<file path="src/rtl/flappy_pkg.sv">
// Shared game definitions: state encoding, keyboard event codes, screen geometry, score increment.
// Latency: none (types, constants and a combinational helper only).
// Backpressure: none. Optional macro SCORE_BCD_EN selects a 4-digit packed BCD score.
package flappy_pkg;

  typedef enum logic [1:0] {
    ST_IDLE = 2'd0,
    ST_PLAY = 2'd1,
    ST_DEAD = 2'd2
  } game_state_t;

  typedef enum logic [1:0] {
    KEY_NONE  = 2'd0,
    KEY_MAKE  = 2'd1,
    KEY_BREAK = 2'd2
  } key_evt_t;

  // Screen geometry, shared with the renderer
  localparam logic [9:0] Y_START = 10'd228;
  localparam logic [9:0] Y_MAX   = 10'd456;

  // Saturating score increment; binary by default, BCD when SCORE_BCD_EN is defined
  function automatic logic [15:0] score_inc(input logic [15:0] s);
    logic [15:0] r;
    logic        carry;
    r = s;
`ifdef SCORE_BCD_EN
    carry = 1'b1;
    if (s != 16'h9999) begin
      for (int d = 0; d < 4; d++) begin
        if (carry) begin
          if (s[d*4 +: 4] >= 4'd9) begin
            r[d*4 +: 4] = 4'd0;
          end else begin
            r[d*4 +: 4] = s[d*4 +: 4] + 4'd1;
            carry       = 1'b0;
          end
        end
      end
    end
`else
    carry = (s != 16'hFFFF);
    if (carry) r = s + 16'd1;
`endif
    return r;
  endfunction

endpackage

</file>
<file path="src/rtl/flappy_game_state_if.sv">
// Bundle between the game engine, the keyboard front end and the renderer.
// Latency: none (wires only).
// Backpressure: keyboard holds iSpaceState until oKeyAck; renderer outputs are never stalled.
interface flappy_game_state_if;
  logic [1:0]  iSpaceState;
  logic        oKeyAck;
  logic [9:0]  oBirdY;
  logic [15:0] oScore;
  logic [1:0]  oState;
  logic        oFrameTick;

  // Game engine side
  modport master (
    input  iSpaceState,
    output oKeyAck, oBirdY, oScore, oState, oFrameTick
  );

  // Keyboard / renderer side
  modport slave (
    output iSpaceState,
    input  oKeyAck, oBirdY, oScore, oState, oFrameTick
  );
endinterface

</file>
<file path="src/rtl/flappy_game_state_frame_tick_gen.sv">
// Free-running frame divider producing a one-cycle tick every TICK_DIV clocks.
// Latency: tick is registered, high the cycle after the counter reaches TICK_DIV-1.
// Backpressure: none; runs in every game state.
module frame_tick_gen #(
  parameter int TICK_DIV = 833333
) (
  input  logic clock,
  input  logic resetn,
  output logic oTick
);

  localparam int CW = (TICK_DIV > 1) ? $clog2(TICK_DIV) : 1;
  localparam logic [CW-1:0] LAST = CW'(TICK_DIV - 1);

  logic [CW-1:0] cnt;

  // Count 0..TICK_DIV-1 and pulse on wrap; phase restarts at 0 out of reset
  always_ff @(posedge clock or negedge resetn) begin
    if (!resetn) begin
      cnt   <= '0;
      oTick <= 1'b0;
    end else if (cnt == LAST) begin
      cnt   <= '0;
      oTick <= 1'b1;
    end else begin
      cnt   <= cnt + 1'b1;
      oTick <= 1'b0;
    end
  end

endmodule

</file>
<file path="src/rtl/flappy_game_state.sv">
// Game FSM and bird physics: consumes spacebar events, steps gravity/flap per frame, keeps score.
// Latency: key ack one cycle after acceptance; physics outputs update one cycle after a frame tick.
// Backpressure: one event per ack pulse, ack low at least one cycle between. SCORE_BCD_EN selects BCD score.
module flappy_game_state
  import flappy_pkg::*;
#(
  parameter int TICK_DIV    = 833333,
  parameter int GRAVITY     = 1,
  parameter int FLAP_VEL    = 8,
  parameter int MAX_VEL     = 12,
  parameter int PIPE_PERIOD = 90
) (
  input  logic                 clock,
  input  logic                 resetn,
  flappy_game_state_if.master  bus
);

  localparam int PW = (PIPE_PERIOD > 1) ? $clog2(PIPE_PERIOD) : 1;
  localparam logic [PW-1:0]      PIPE_LAST = PW'(PIPE_PERIOD - 1);
  localparam logic signed [8:0]  GRAV9     = 9'(GRAVITY);
  localparam logic signed [8:0]  MAXV9     = 9'(MAX_VEL);
  localparam logic signed [7:0]  FLAPV8    = 8'(-FLAP_VEL);
  localparam logic signed [11:0] YMAX12    = 12'(Y_MAX);

  game_state_t        state;
  logic [9:0]         bird_y;
  logic signed [7:0]  vel;
  logic               flap_pending;
  logic [PW-1:0]      pipe_cnt;
  logic [15:0]        score;
  logic               key_ack;
  logic               tick;

  logic               accept;
  logic               make_evt;
  logic               flap;
  logic signed [8:0]  vel_sum;
  logic signed [7:0]  vel_fall;
  logic signed [7:0]  vel_new;
  logic signed [11:0] y_next;
  logic               hit_ceiling;
  logic               hit_floor;

  frame_tick_gen #(.TICK_DIV(TICK_DIV)) u_tick (
    .clock  (clock),
    .resetn (resetn),
    .oTick  (tick)
  );

  // Event acceptance: code 3 is neither make nor break, so it is never acknowledged
  assign accept   = ((bus.iSpaceState == KEY_MAKE) || (bus.iSpaceState == KEY_BREAK)) && !key_ack;
  assign make_evt = accept && (bus.iSpaceState == KEY_MAKE);

  // Next-frame velocity and position; a make in the tick cycle counts for that tick
  always_comb begin
    flap        = flap_pending | make_evt;
    vel_sum     = {vel[7], vel} + GRAV9;
    vel_fall    = (vel_sum > MAXV9) ? MAXV9[7:0] : vel_sum[7:0];
    vel_new     = flap ? FLAPV8 : vel_fall;
    y_next      = $signed({2'b00, bird_y}) + $signed({{4{vel_new[7]}}, vel_new});
    hit_ceiling = y_next[11];
    hit_floor   = !y_next[11] && (y_next >= YMAX12);
  end

  // Game FSM with physics and score registers
  always_ff @(posedge clock or negedge resetn) begin
    if (!resetn) begin
      state        <= ST_IDLE;
      bird_y       <= Y_START;
      vel          <= '0;
      flap_pending <= 1'b0;
      pipe_cnt     <= '0;
      score        <= '0;
      key_ack      <= 1'b0;
    end else begin
      key_ack <= accept;
      unique case (state)
        ST_IDLE: begin
          bird_y <= Y_START;
          vel    <= '0;
          if (make_evt) begin
            state        <= ST_PLAY;
            score        <= '0;
            pipe_cnt     <= '0;
            flap_pending <= 1'b1;
          end
        end
        ST_PLAY: begin
          if (tick) begin
            flap_pending <= 1'b0;
            if (hit_ceiling) begin
              bird_y <= '0;
              vel    <= '0;
            end else if (hit_floor) begin
              bird_y <= Y_MAX;
              vel    <= vel_new;
              state  <= ST_DEAD;
            end else begin
              bird_y <= y_next[9:0];
              vel    <= vel_new;
            end
            // A death tick earns no point
            if (!hit_floor) begin
              if (pipe_cnt == PIPE_LAST) begin
                pipe_cnt <= '0;
                score    <= score_inc(score);
              end else begin
                pipe_cnt <= pipe_cnt + 1'b1;
              end
            end
          end else if (make_evt) begin
            flap_pending <= 1'b1;
          end
        end
        ST_DEAD: begin
          if (make_evt) begin
            state        <= ST_IDLE;
            bird_y       <= Y_START;
            vel          <= '0;
            flap_pending <= 1'b0;
          end
        end
        default: state <= ST_IDLE;
      endcase
    end
  end

  assign bus.oKeyAck    = key_ack;
  assign bus.oBirdY     = bird_y;
  assign bus.oScore     = score;
  assign bus.oState     = state;
  assign bus.oFrameTick = tick;

endmodule

</file>
<file path="src/flat_wrapper.sv">
// flat-port wrapper written by rule: the top's interface ports become plain ports
module flappy_game_state_flat import flappy_pkg::*;
#(
  parameter int TICK_DIV    = 833333,
  parameter int GRAVITY     = 1,
  parameter int FLAP_VEL    = 8,
  parameter int MAX_VEL     = 12,
  parameter int PIPE_PERIOD = 90
)
  (clock, resetn, bus_iSpaceState, bus_oKeyAck, bus_oBirdY, bus_oScore, bus_oState, bus_oFrameTick);
  flappy_game_state_if bus_i ();
  input  logic clock;
  input  logic resetn;
  input wire logic [$bits(bus_i.iSpaceState)-1:0] bus_iSpaceState;
  output wire logic [$bits(bus_i.oKeyAck)-1:0] bus_oKeyAck;
  output wire logic [$bits(bus_i.oBirdY)-1:0] bus_oBirdY;
  output wire logic [$bits(bus_i.oScore)-1:0] bus_oScore;
  output wire logic [$bits(bus_i.oState)-1:0] bus_oState;
  output wire logic [$bits(bus_i.oFrameTick)-1:0] bus_oFrameTick;
  assign bus_i.iSpaceState = bus_iSpaceState;
  assign bus_oKeyAck = bus_i.oKeyAck;
  assign bus_oBirdY = bus_i.oBirdY;
  assign bus_oScore = bus_i.oScore;
  assign bus_oState = bus_i.oState;
  assign bus_oFrameTick = bus_i.oFrameTick;
  flappy_game_state #(.TICK_DIV(TICK_DIV), .GRAVITY(GRAVITY), .FLAP_VEL(FLAP_VEL), .MAX_VEL(MAX_VEL), .PIPE_PERIOD(PIPE_PERIOD)) u_core (.clock(clock), .resetn(resetn), .bus(bus_i));
endmodule
</file>
<file path="config.mk">
export PLATFORM = sky130hd
export DESIGN_NAME = flappy_game_state_flat
export DESIGN_NICKNAME = d
export VERILOG_FILES = /design/src/rtl/flappy_pkg.sv /design/src/rtl/flappy_game_state_if.sv /design/src/rtl/flappy_game_state_frame_tick_gen.sv /design/src/rtl/flappy_game_state.sv /design/src/flat_wrapper.sv
export SDC_FILE = /design/constraint.sdc
export NUM_CORES = 1
export LEC_CHECK = 0
export ABC_AREA = 1
export BUFFER_PORTS_ARGS = -buffer_cell sky130_fd_sc_hd__buf_2
export CORE_MARGIN = 2
export CORE_UTILIZATION = 30
export CTS_CLUSTER_SIZE = 12
export DETAILED_ROUTE_END_ITERATION = 10
export GPL_TIMING_DRIVEN = 0
export PLACE_DENSITY = 0.49
export SLEW_MARGIN = 20
export SYNTH_ARGS = -nofsm -noshare
export SYNTH_HDL_FRONTEND = slang
export SYNTH_HIERARCHICAL = 1
export SYNTH_SLANG_ARGS = --single-unit
</file>
<file path="constraint.sdc">
create_clock -name clock -period 7.75 [get_ports clock]
set_clock_uncertainty 0.1 [all_clocks]
set_input_delay 1.55 -clock clock [delete_from_list [all_inputs] [get_ports clock]]
set_output_delay 1.55 -clock clock [all_outputs]
set_load 0.02 [all_outputs]
</file>
==> results of run 1 <==
-- critical path, delay by kind of cell --
family,cells,cell delay [ps]
and+or+nand+nor,17,1700
adders and majority gates,3,820
buffers and inverters,8,840
-- layer usage --
metal	routed length (um)	up-vias
met3	459	16
li1	-	2168
met4	217	0
met5	0	-
met2	5350	72
met1	5640	1971
-- cell families after synthesis --
| group | share of synthesized area |
|---|---|
| compound gates | 0.0469 |
| xor+xnor | 0.0595 |
| fa+ha+maj | 0.0683 |
| buf+inv | 0.0883 |
| flops | 0.353 |
| simple gates | 0.384 |
-- power groups by stage --
stage / logic (mW) / clock network, mW / registers (mW)
3_3_place_gp: 1.01 / 0 / 0.449
4_1_cts: 1.03 / 0.436 / 0.444
2_1_floorplan: 0.737 / 0 / 0.469
3_5_place_dp: 1.02 / 0 / 0.450
6_report: 1.02 / 0.423 / 0.444
5_1_grt: 1.16 / 0.456 / 0.452
-- final timing paths --
kind,from,to,depth (start not counted)
max in group asynchronous,resetn,u_core/bus.oBirdY[2],2
min in group asynchronous,resetn,u_core/bus.oScore[5],1
max reg2reg,u_core/vel[0],u_core/bus.oScore[5],30
max,bus_iSpaceState[1],u_core/bus.oScore[5],28
min reg2reg,u_core/bus.oKeyAck,u_core/bus.oKeyAck,1
min,u_core/bus.oKeyAck,u_core/bus.oKeyAck,1
-- layout make-up --
cell class,instances,area (um2)
plain buffers,11,72.6
fillers,1645,9810
clock inverters,2,35.0
inverters,91,342
flip-flops and latches,66,1660
repair buffers,34,188
multi-input cells,484,2620
clock buffers,13,270
well taps,211,264
-- Yosys cell counts (5+ instances only) --
library cell,count
sky130_fd_sc_hd__nand2_1,182
sky130_fd_sc_hd__inv_1,86
sky130_fd_sc_hd__nor2_1,86
sky130_fd_sc_hd__dfrtp_1,62
sky130_fd_sc_hd__nand3_1,46
sky130_fd_sc_hd__xor2_1,27
sky130_fd_sc_hd__nand4_1,25
sky130_fd_sc_hd__ha_1,24
sky130_fd_sc_hd__o21ai_0,14
sky130_fd_sc_hd__nor3_1,12
sky130_fd_sc_hd__a21oi_1,10
sky130_fd_sc_hd__nand2_2,9
sky130_fd_sc_hd__nand3_2,6
sky130_fd_sc_hd__inv_2,5
sky130_fd_sc_hd__nor2_2,5
sky130_fd_sc_hd__nor2_4,5
sky130_fd_sc_hd__o22ai_1,5
-- flip-flops by register name, indices dropped and copies added (netlist names) --
register and flops:
u_core/u_tick/cnt 20, u_core/pipe_cnt 7, u_core/u_tick/oTick 1, u_core/vel 8, u_core/flap_pending 1, u_core/bus.oKeyAck 1
u_core/bus.oState 2, u_core/bus.oBirdY 10, u_core/bus.oScore 16
==> insert_results.sql, run 1 <==
INSERT INTO impl_metrics (metric_group, metric, value, unit) VALUES
('run_status', 'result_of_the_run', 'finished, final reports clean', ''),
('power', 'power.leakage', '2.76', 'nW'),
('cells_and_area', 'drive_above_1_share', '0.141', ''),
('routing', 'route.antenna.remaining_nets', '0', ''),
('clock_network', 'cts_post_setup_buffers_inserted', '0', ''),
('clock_network', 'clk_lat_worst_skew', '340', 'ps'),
('yosys', 'register_bit_total_from_synthesis', '66', ''),
('power', 'power.density_cell_area', '347', 'nW/um2'),
('floorplan', 'floorplan.die_area', '16700', 'um2'),
('power', 'clock_power_share', '0.224', ''),
('floorplan', 'dieHeight', '129', 'um'),
('yosys', 'netlist.area_leader.share', '0.331', ''),
('cells_and_area', 'area.growth.synth_to_final', '16.1', '%'),
('cells_and_area', 'finish.utilization', '0.357', ''),
('worst_setup_path', 'critPathRequiredTime', '7880', 'ps'),
('timing', 'achievable-frequency', '209', 'MHz'),
('yosys', 'syn-mean-instance-area', '7.20', 'um2'),
('floorplan', 'placementRows', '45', ''),
('worst_setup_path', 'worstSetupPathType', 'in -> reg', ''),
('placement', 'placed_area', '5140', 'um2'),
('flow_run', 'drv.max_cap_violation_count', '0', ''),
('yosys', 'yosys.cell_types.count', '42', ''),
('yosys', 'asyncSetResetFlopFracSynth', '1.00', ''),
('timing', 'hold_ws', '370', 'ps'),
('cells_and_area', 'final_cells', '912', ''),
('clock_network', 'num_cts_buffers', '9', ''),
('yosys', 'netlist_top_cells_area', 'sky130_fd_sc_hd__dfrtp_1, sky130_fd_sc_hd__nand2_1, sky130_fd_sc_hd__inv_1', ''),
('yosys', 'yosysSeqAreaShare', '0.353', ''),
('worst_setup_path', 'cp-end-kind', 'register', ''),
('yosys', 'synthesis.area', '4690', 'um2'),
('yosys', 'ys.warnings.count', '6', ''),
('clock_network', 'htreeDepth', '3', ''),
('routing', 'firstDrtPassIters', '4', ''),
('clock_network', 'clkSlewWorstSetupHoldPaths', '50', 'ps'),
('timing', 'period_share', '0.618', ''),
('floorplan', 'boundaryPins', '34', ''),
('timing', 'timing.max_slew.rel_slack', '0.634', ''),
('floorplan', 'start_util', '0.308', ''),
('yosys', 'synth_top_area_cell', 'sky130_fd_sc_hd__dfrtp_1', ''),
('timing', 'totalNegativeSetupSlack', '0', 'ps'),
('global_route', 'maximum_number_of_pins_on_one_net_before_global_route_repair', '37', ''),
('routing', 'detailroute.via_count', '4227', ''),
('placement', 'dp_hpwl', '8870', 'um'),
('global_route', 'number_of_antenna_violations_at_the_first_check_in_global_routing', '0', ''),
('clock_network', 'clock_tree_from_tritoncts', 'built', ''),
('routing', 'drt_iter0_drc', '191', ''),
('power', 'cell_internal_pwr', '992', 'uW'),
('timing', 'rsz0062_at_grt', 'false', ''),
('cells_and_area', 'final_net_count', '726', ''),
('clock_network', 'cts.repair.resized', '0', ''),
('power', 'seq_power_share', '0.235', ''),
('clock_network', 'numClockSinks', '66', ''),
('clock_network', 'ctsRootBufferMaster', 'sky130_fd_sc_hd__clkbuf_16', ''),
('min_path', 'timing.hold.worst.class', 'reg -> reg', ''),
('timing', 'final-setup-viol-count', '0', ''),
('worst_setup_path', 'timing.critical_path.slowest_cell_delay', '360', 'ps'),
('cells_and_area', 'layout_common_cells', 'sky130_fd_sc_hd__nand2_1, sky130_fd_sc_hd__inv_1, sky130_fd_sc_hd__nor2_1, sky130_fd_sc_hd__dfrtp_1, sky130_fd_sc_hd__nand3_1', ''),
('worst_setup_path', 'highest_delay_cell_along_the_critical_path', 'sky130_fd_sc_hd__fa_1', ''),
('routing', 'vias_per_cell', '4.63', ''),
('power', 'comb_power_share', '0.542', ''),
('timing', 'postLayoutSetupSlackWorst', '2960', 'ps'),
('cells_and_area', 'stdcell_area', '5450', 'um2'),
('global_route', 'global_route.overflow_total', '0', ''),
('global_route', 'grtUsageMet2', '0.251', ''),
('power', 'p_switching', '900', 'uW'),
('power', 'switching_share', '0.476', ''),
('cells_and_area', 'insertedDiodeCount', '0', ''),
('power', 'power.ir.vdd_worst', '0.161', 'mV'),
('global_route', 'grt_pass1_vias', '4291', ''),
('worst_setup_path', 'worst-endpoint-arrival', '4910', 'ps'),
('worst_setup_path', 'critical_path_peak_fanout', '10', '');
(Power assumes the default switching activity.)
==> inputs of run 2 (changes only) <==
ABC_AREA = 0   (was 1)
PLACE_DENSITY = 0.5   (was 0.49)
clock period = 4.9 ns   (was 7.75 ns; I/O delays follow)
==> run 2 against run 1 <==
Power is 54% higher. Synthesized area decreased by 8.0%. Final cell count shrank 23%. Largest power group unchanged. Highest routed layer unchanged.
==> insert_results.sql, run 2 <==
INSERT INTO impl_metrics (metric_group, metric, value, unit) VALUES
('yosys', 'register_bit_total_from_synthesis', '66', ''),
('routing', 'wl_per_cell', '14.8', 'um'),
('floorplan', 'placementRows', '43', ''),
('cells_and_area', 'area.growth.synth_to_final', '17.0', '%'),
('clock_network', 'ctsHoldBuffers', '0', ''),
('cells_and_area', 'top_register', 'u_core/u_tick/cnt', ''),
('cells_and_area', 'layout.cells.most_common', 'sky130_fd_sc_hd__dfrtp_1', ''),
('floorplan', 'dieHeight', '124', 'um'),
('global_route', 'grt_most_used_layer', 'met2', ''),
('timing', 'timing_max_transition_violations_final', '0', ''),
('clock_network', 'num_cts_buffers', '9', ''),
('yosys', 'synth_area_in_simple_gates', '0.250', ''),
('clock_network', 'clkSlewWorstSetupHoldPaths', '50', 'ps'),
('yosys', 'asyncSetResetFlopFracSynth', '1.00', ''),
('yosys', 'syn-mean-instance-area', '9.11', 'um2'),
('routing', 'sum_of_routed_wire_length_over_all_layers', '10400', 'um'),
('timing', 'totalNegativeSetupSlack', '0', 'ps'),
('timing', 'postLayoutSetupSlackWorst', '315', 'ps'),
('yosys', 'synthesis.instances', '474', ''),
('placement', 'gpl.final_weighted_congestion', '0.852', ''),
('global_route', 'grt_pass1_vias', '3485', ''),
('placement', 'portBuffers', '33', ''),
('routing', 'detailroute.via_count', '3638', ''),
('yosys', 'number_of_flops_mapped_to_enable_cells_by_yosys', '0', ''),
('power', 'clock_power_share', '0.200', ''),
('worst_setup_path', 'cp-end-kind', 'register', ''),
('routing', 'route.antenna.remaining_nets', '0', ''),
('placement', 'dp_hpwl', '7700', 'um'),
('yosys', 'post_synth_fa_ha_maj_area_fraction', '0.0742', ''),
('clock_network', 'htreeDepth', '3', ''),
('power', 'comb_power_share', '0.553', ''),
('routing', 'detailed_route_drc_error_count', '0', ''),
('yosys', 'synth_commonest_cells', 'sky130_fd_sc_hd__dfrtp_1, sky130_fd_sc_hd__nand2_1, sky130_fd_sc_hd__o21ai_0', ''),
('floorplan', 'start_util', '0.309', ''),
('cells_and_area', 'drive_above_1_share', '0.177', ''),
('global_route', 'global_route.overflow_total', '0', ''),
('power', 'seq_power_share', '0.247', ''),
('global_route', 'maximum_number_of_pins_on_one_net_before_global_route_repair', '44', ''),
('yosys', 'netlist.area_leader.share', '0.359', ''),
('cells_and_area', 'layout_common_cells', 'sky130_fd_sc_hd__dfrtp_1, sky130_fd_sc_hd__nand2_1, sky130_fd_sc_hd__buf_2, sky130_fd_sc_hd__o21ai_0, sky130_fd_sc_hd__nor2_1', ''),
('timing', 'final-setup-viol-count', '0', ''),
('yosys', 'synthesis.area', '4320', 'um2'),
('min_path', 'timing.hold.worst.class', 'reg -> reg', ''),
('floorplan', 'fp.coreArea', '14000', 'um2'),
('timing', 'achievable-frequency', '218', 'MHz'),
('routing', 'firstDrtPassIters', '4', ''),
('worst_setup_path', 'crit_path_launch_type', 'input port', ''),
('timing', 'worst_slew_pin_slew', '973', 'ps'),
('clock_network', 'ctsRootBufferMaster', 'sky130_fd_sc_hd__clkbuf_16', ''),
('yosys', 'ys.flop_type', 'sky130_fd_sc_hd__dfrtp_1', ''),
('clock_network', 'clock_path_buffers', '2', ''),
('clock_network', 'numClockSinks', '66', ''),
('global_route', 'grtUsageMet2', '0.231', ''),
('worst_setup_path', 'critical_path_peak_fanout', '10', ''),
('global_route', 'gr-usage-met1', '0.193', ''),
('power', 'power.density_cell_area', '576', 'nW/um2'),
('power', 'power.leakage', '2.20', 'nW'),
('yosys', 'synth_top_area_cell', 'sky130_fd_sc_hd__dfrtp_1', ''),
('global_route', 'grt_first_pass_wirelength', '17400', 'um'),
('power', 'switching_share', '0.462', ''),
('placement', 'dp_slack', '-361', 'ps'),
('power', 'p_switching', '1.34', 'mW'),
('cells_and_area', 'number_of_flip_flops_in_the_largest_register', '20', ''),
('timing', 'hold_viol', '0', ''),
('power', 'total_power', '2.91', 'mW'),
('power', 'power.ir.vdd_worst', '0.212', 'mV'),
('yosys', 'compound_gate_fraction_of_synth_area', '0.187', ''),
('timing', 'rsz0062_at_grt', 'false', ''),
('yosys', 'syn_nets', '503', ''),
('global_route', 'global_routing_met3_resource_utilization', '0.0357', ''),
('worst_setup_path', 'worst-endpoint-arrival', '4690', 'ps'),
('yosys', 'ys.warnings.count', '6', ''),
('clock_network', 'clk_lat_worst_skew', '330', 'ps'),
('yosys', 'yosysMostFrequentCell', 'sky130_fd_sc_hd__dfrtp_1', ''),
('routing', 'drt_iter0_drc', '212', ''),
('flow_run', 'drv.max_cap_violation_count', '0', ''),
('clock_network', 'clock_tree_from_tritoncts', 'built', ''),
('timing', 'timing.final.crit_period', '4580', 'ps'),
('run_status', 'result_of_the_run', 'finished, final reports clean', ''),
('timing', 'period_share', '0.936', ''),
('global_route', 'globalRouteTotalUtil', '0.144', ''),
('yosys', 'netlist_top_cells_area', 'sky130_fd_sc_hd__dfrtp_1, sky130_fd_sc_hd__ha_1, sky130_fd_sc_hd__nand2_1', ''),
('worst_setup_path', 'worstSetupPathType', 'in -> reg', ''),
('global_route', 'number_of_antenna_violations_at_the_first_check_in_global_routing', '0', ''),
('yosys', 'synth_top_family_by_area', 'simple AND/OR/NAND/NOR gates', ''),
('cells_and_area', 'insertedDiodeCount', '0', ''),
('cells_and_area', 'final_net_count', '549', ''),
('power', 'cell_internal_pwr', '1.57', 'mW'),
('yosys', 'post_synthesis_mux_area_share', '0.0142', ''),
('floorplan', 'boundaryPins', '34', ''),
('yosys', 'yosys.cell_types.count', '71', ''),
('floorplan', 'fp.dieW', '124', 'um'),
('yosys', 'yosysSeqAreaShare', '0.384', ''),
('floorplan', 'floorplan.die_area', '15400', 'um2'),
('timing', 'timing.max_slew.rel_slack', '0.350', ''),
('worst_setup_path', 'critPathRequiredTime', '5010', 'ps'),
('yosys', 'yosys.area_share.xor_xnor', '0.0528', ''),
('routing', 'vias_per_cell', '5.16', '');
==> run 2: cell types whose count changed after synthesis, moves of 9 or more <==
cell / before / now
sky130_fd_sc_hd__a21oi_1: 10 / 20
sky130_fd_sc_hd__and3_1: 0 / 11
sky130_fd_sc_hd__inv_1: 86 / 15
sky130_fd_sc_hd__nand2_1: 182 / 53
sky130_fd_sc_hd__nand2_2: 9 / 0
sky130_fd_sc_hd__nand2b_1: 0 / 11
sky130_fd_sc_hd__nand3_1: 46 / 25
sky130_fd_sc_hd__nand4_1: 25 / 9
sky130_fd_sc_hd__nor2_1: 86 / 30
sky130_fd_sc_hd__o21ai_0: 14 / 31
sky130_fd_sc_hd__o31ai_1: 0 / 9
sky130_fd_sc_hd__xnor2_1: 3 / 19
sky130_fd_sc_hd__xor2_1: 27 / 7
==> run 2: layout make-up <==
type / count / area [um2]
flip-flops and latches: 66 / 1660
fillers: 1472 / 8940
clock inverters: 3 / 15.0
inverters: 15 / 56.3
multi-input cells: 371 / 2530
plain buffers: 22 / 109
well taps: 180 / 225
clock buffers: 13 / 250
repair buffers: 35 / 203
==> run 2: repair_timing <==
action                     4_1_cts  5_1_grt
setup buffers                    0        1
pin swaps                        0        1
setup endpoints to repair       15       22
gates resized for setup          3        8
==> run 2: stage by stage <==
stage,cell area (um2),hold slack (ps),cells,utilization
6_report,5050,342,705,0.361
5_1_grt,5050,367,705,0.361
3_3_place_gp,4710,325,687,0.336
4_1_cts,5010,344,704,0.358
2_1_floorplan,4320,353,474,-
3_5_place_dp,4740,338,688,0.339
==> run 2: cell families after synthesis <==
kind of cell,count (synthesis)
mux,6
fa+ha+maj,25
xor+xnor,26
simple gates,200
buf+inv,37
flops,66
compound gates,114
==> run 2: routing by layer <==
| layer | up-vias | share of wire | routed length (um) |
|---|---|---|---|
| met3 | 7 | 0.039 | 409 |
| met4 | 0 | 0.011 | 111 |
| met5 | - | 0 | 0 |
| met2 | 54 | 0.47 | 4850 |
| li1 | 1816 | - | - |
| met1 | 1761 | 0.48 | 5050 |
==> run 2: power groups by stage <==
stage	Clock [mW]	Sequential (mW)	Combinational, mW
floorplan	0	0.767	1.13
global placement	0	0.725	1.57
detailed placement	0	0.730	1.58
CTS	0.602	0.721	1.60
global route	0.629	0.737	1.80
finish	0.581	0.720	1.61
==> run 2: worst paths after layout <==
| path | start | end | slack [ps] | depth (start not counted) |
|---|---|---|---|---|
| max in group asynchronous | resetn | u_core/bus.oBirdY[7] | 3650 | 2 |
| worst min-delay path | u_core/bus.oKeyAck | u_core/bus.oKeyAck | 340 | 1 |
| worst max register to register | u_core/vel[0] | u_core/bus.oScore[14] | 330 | 24 |
| worst min register to register | u_core/bus.oKeyAck | u_core/bus.oKeyAck | 340 | 1 |
| min in group asynchronous | resetn | u_core/bus.oBirdY[4] | 460 | 1 |
| worst max-delay path | bus_iSpaceState[1] | u_core/bus.oScore[14] | 320 | 22 |
==> run 2: critical path, stage by stage <==
cell                       delay, ps
sky130_fd_sc_hd__buf_2            90
sky130_fd_sc_hd__inv_1            40
sky130_fd_sc_hd__ha_1            170
sky130_fd_sc_hd__nand2b_2        160
sky130_fd_sc_hd__nor2b_1         250
sky130_fd_sc_hd__nand2_1         130
sky130_fd_sc_hd__ha_1            380
sky130_fd_sc_hd__a21oi_2         200
sky130_fd_sc_hd__o21ai_0         170
sky130_fd_sc_hd__nor2_1          180
sky130_fd_sc_hd__nor2b_1          60
sky130_fd_sc_hd__o21ai_0         150
sky130_fd_sc_hd__nand2b_1         80
sky130_fd_sc_hd__a21o_1          190
sky130_fd_sc_hd__ha_1            320
sky130_fd_sc_hd__inv_1           100
sky130_fd_sc_hd__nand2_1         130
sky130_fd_sc_hd__a21oi_2         230
sky130_fd_sc_hd__buf_6           160
sky130_fd_sc_hd__buf_2           230
sky130_fd_sc_hd__nor3_1           90
sky130_fd_sc_hd__o22a_1          180
==> inputs of run 3 (changes only) <==
CORE_MARGIN = 1   (was 2)
==> run 3 against run 2 <==
Critical path depth rose by 1. Highest routed layer unchanged. Final cell count rose by 0.14%. Count of clock-buffer cells in the layout rose by 2. Flip-flop and latch count did not move. Maximum frequency fell by 0.81%. Critical endpoint is now u_core/bus.oScore[9]. Sequential share of layout area fell by 0.33 points. Largest power group unchanged. Critical path type is now reg -> reg.
==> insert_results.sql, run 3 (synthesis results as in run 2) <==
INSERT INTO impl_metrics (metric_group, metric, value, unit) VALUES
('run_status', 'result_of_the_run', 'finished, final reports clean', ''),
('cells_and_area', 'layout.cells.most_common', 'sky130_fd_sc_hd__dfrtp_1', ''),
('timing', 'period_share', '0.943', ''),
('timing', 'timing_max_transition_violations_final', '0', ''),
('routing', 'route.antenna.remaining_nets', '0', ''),
('routing', 'detailroute.via_count', '3622', ''),
('cells_and_area', 'fillerInstances', '1422', ''),
('routing', 'wl_per_cell', '15.0', 'um'),
('worst_setup_path', 'worst-endpoint-arrival', '4780', 'ps'),
('timing', 'worst_slew_pin_slew', '819', 'ps'),
('cells_and_area', 'top_register', 'u_core/u_tick/cnt', ''),
('placement', 'dp_hpwl', '7660', 'um'),
('clock_network', 'clock_tree_from_tritoncts', 'built', ''),
('timing', 'timing.max_slew.rel_slack', '0.453', ''),
('timing', 'final-setup-viol-count', '0', ''),
('routing', 'vias_per_cell', '5.13', ''),
('power', 'power.density_cell_area', '592', 'nW/um2'),
('clock_network', 'numClockSinks', '66', ''),
('floorplan', 'placementRows', '43', ''),
('global_route', 'global_route.overflow_total', '0', ''),
('clock_network', 'htreeDepth', '3', ''),
('power', 'power.leakage', '2.22', 'nW'),
('cells_and_area', 'number_of_flip_flops_in_the_largest_register', '20', ''),
('routing', 'firstDrtPassIters', '6', ''),
('flow_run', 'drv.max_cap_violation_count', '0', ''),
('cells_and_area', 'final_net_count', '550', ''),
('cells_and_area', 'final_cells', '706', ''),
('cells_and_area', 'area.growth.synth_to_final', '18.2', '%'),
('global_route', 'grt_first_pass_wirelength', '17700', 'um'),
('min_path', 'timing.hold.worst.class', 'reg -> reg', ''),
('global_route', 'grt_pass1_vias', '3482', ''),
('power', 'power.ir.vdd_worst', '0.171', 'mV'),
('cells_and_area', 'insertedDiodeCount', '0', ''),
('placement', 'dp_slack', '-354', 'ps'),
('floorplan', 'fp.dieW', '122', 'um'),
('timing', 'hold_viol', '0', ''),
('cells_and_area', 'layout_common_cells', 'sky130_fd_sc_hd__dfrtp_1, sky130_fd_sc_hd__nand2_1, sky130_fd_sc_hd__buf_2, sky130_fd_sc_hd__o21ai_0, sky130_fd_sc_hd__nor2_1', ''),
('clock_network', 'clk_lat_worst_skew', '340', 'ps'),
('worst_setup_path', 'crit_path_launch_type', 'register', ''),
('floorplan', 'dieHeight', '122', 'um'),
('worst_setup_path', 'critPathRequiredTime', '5060', 'ps'),
('global_route', 'globalRouteTotalUtil', '0.154', ''),
('floorplan', 'start_util', '0.310', ''),
('placement', 'gpl.final_weighted_congestion', '0.808', ''),
('routing', 'drt_iter0_drc', '228', ''),
('floorplan', 'boundaryPins', '34', ''),
('floorplan', 'fp.coreArea', '13900', 'um2'),
('worst_setup_path', 'cp-end-kind', 'register', ''),
('clock_network', 'clock_path_buffers', '2', ''),
('clock_network', 'num_cts_buffers', '9', ''),
('worst_setup_path', 'critical_path_peak_fanout', '10', ''),
('timing', 'postLayoutSetupSlackWorst', '278', 'ps'),
('routing', 'detailed_route_drc_error_count', '0', ''),
('global_route', 'maximum_number_of_pins_on_one_net_before_global_route_repair', '41', ''),
('timing', 'timing.final.crit_period', '4620', 'ps'),
('placement', 'post-place-cells', '688', ''),
('clock_network', 'ctsRootBufferMaster', 'sky130_fd_sc_hd__clkbuf_16', ''),
('floorplan', 'floorplan.die_area', '14900', 'um2'),
('clock_network', 'clkSlewWorstSetupHoldPaths', '60', 'ps'),
('placement', 'portBuffers', '33', ''),
('routing', 'sum_of_routed_wire_length_over_all_layers', '10600', 'um'),
('global_route', 'number_of_antenna_violations_at_the_first_check_in_global_routing', '0', ''),
('timing', 'achievable-frequency', '216', 'MHz'),
('worst_setup_path', 'worstSetupPathType', 'reg -> reg', ''),
('cells_and_area', 'drive_above_1_share', '0.190', '');
==> run 3: where the power goes <==
part | internal [mW] | total [mW] | switching [mW]
Combinational | 0.598 | 1.65 | 1.06
Sequential | 0.633 | 0.720 | 0.0865
Clock | 0.411 | 0.649 | 0.238
==> run 3: worst max-delay path, stage by stage (launching register included) <==
cell,delay [ps]
sky130_fd_sc_hd__dfrtp_2,450
sky130_fd_sc_hd__ha_2,250
sky130_fd_sc_hd__nand3b_1,190
sky130_fd_sc_hd__o22ai_1,170
sky130_fd_sc_hd__nand2_1,70
sky130_fd_sc_hd__a21oi_1,180
sky130_fd_sc_hd__o21ai_2,110
sky130_fd_sc_hd__nor2_1,120
sky130_fd_sc_hd__nor2_1,70
sky130_fd_sc_hd__ha_1,380
sky130_fd_sc_hd__a21oi_2,200
sky130_fd_sc_hd__a21oi_1,140
sky130_fd_sc_hd__nor2_1,150
sky130_fd_sc_hd__nor2b_1,60
sky130_fd_sc_hd__o21ai_0,170
sky130_fd_sc_hd__nand2b_1,80
sky130_fd_sc_hd__a21o_1,190
sky130_fd_sc_hd__ha_1,340
sky130_fd_sc_hd__inv_1,90
sky130_fd_sc_hd__nand2_1,160
sky130_fd_sc_hd__a21oi_2,80
sky130_fd_sc_hd__buf_6,160
sky130_fd_sc_hd__or4_1,490
sky130_fd_sc_hd__a21oi_1,160
==> run 3: worst paths after layout <==
kind	from	to	slack [ps]	depth (start not counted)
max	u_core/vel[0]	u_core/bus.oScore[9]	280	23
min	u_core/bus.oKeyAck	u_core/bus.oKeyAck	340	1
max reg2reg	u_core/vel[0]	u_core/bus.oScore[9]	280	23
min reg2reg	u_core/bus.oKeyAck	u_core/bus.oKeyAck	340	1
max in group asynchronous	resetn	u_core/bus.oBirdY[2]	3640	2
min in group asynchronous	resetn	u_core/bus.oBirdY[3]	460	1
==> run 3: cell type report <==
class                      instances  area, um2  share of cell area
multi-input combinational        371       2540               0.499
sequential                        66       1660               0.325
clock buffer                      15        298              0.0584
tap                              180        225              0.0442
timing repair buffer              36        203              0.0397
buffer                            22        111              0.0218
inverter                          15       56.3              0.0110
clock inverter                     1       5.00            0.000981
==> run 3: repair_timing <==
action                     4_1_cts  5_1_grt
buffers inserted                 0        2
resized for setup                3       14
setup endpoints to repair       18       23
hold buffers                     0        0
hold endpoints to repair         0        0
pin swaps                        0        2
==> run 3: stage by stage <==
stage	setup TNS (ps)	power [mW]	utilization	hold slack (ps)	cell area, um2
after floorplan	0	1.90	-	353	4320
after CTS	0	2.98	0.361	346	5040
after detailed placement	-5930	2.31	0.339	338	4730
after global routing	-4.87	3.26	0.366	369	5100
after global placement	-5500	2.29	0.338	325	4710
final	0	3.02	0.366	338	5100
==> run 3: layer usage <==
layer,wire length [um],global-route usage,vias to the layer above
met5,0,0,-
met2,4990,0.238,53
li1,-,-,1817
met3,432,0.0478,7
met1,5100,0.204,1745
met4,85,0.0486,0
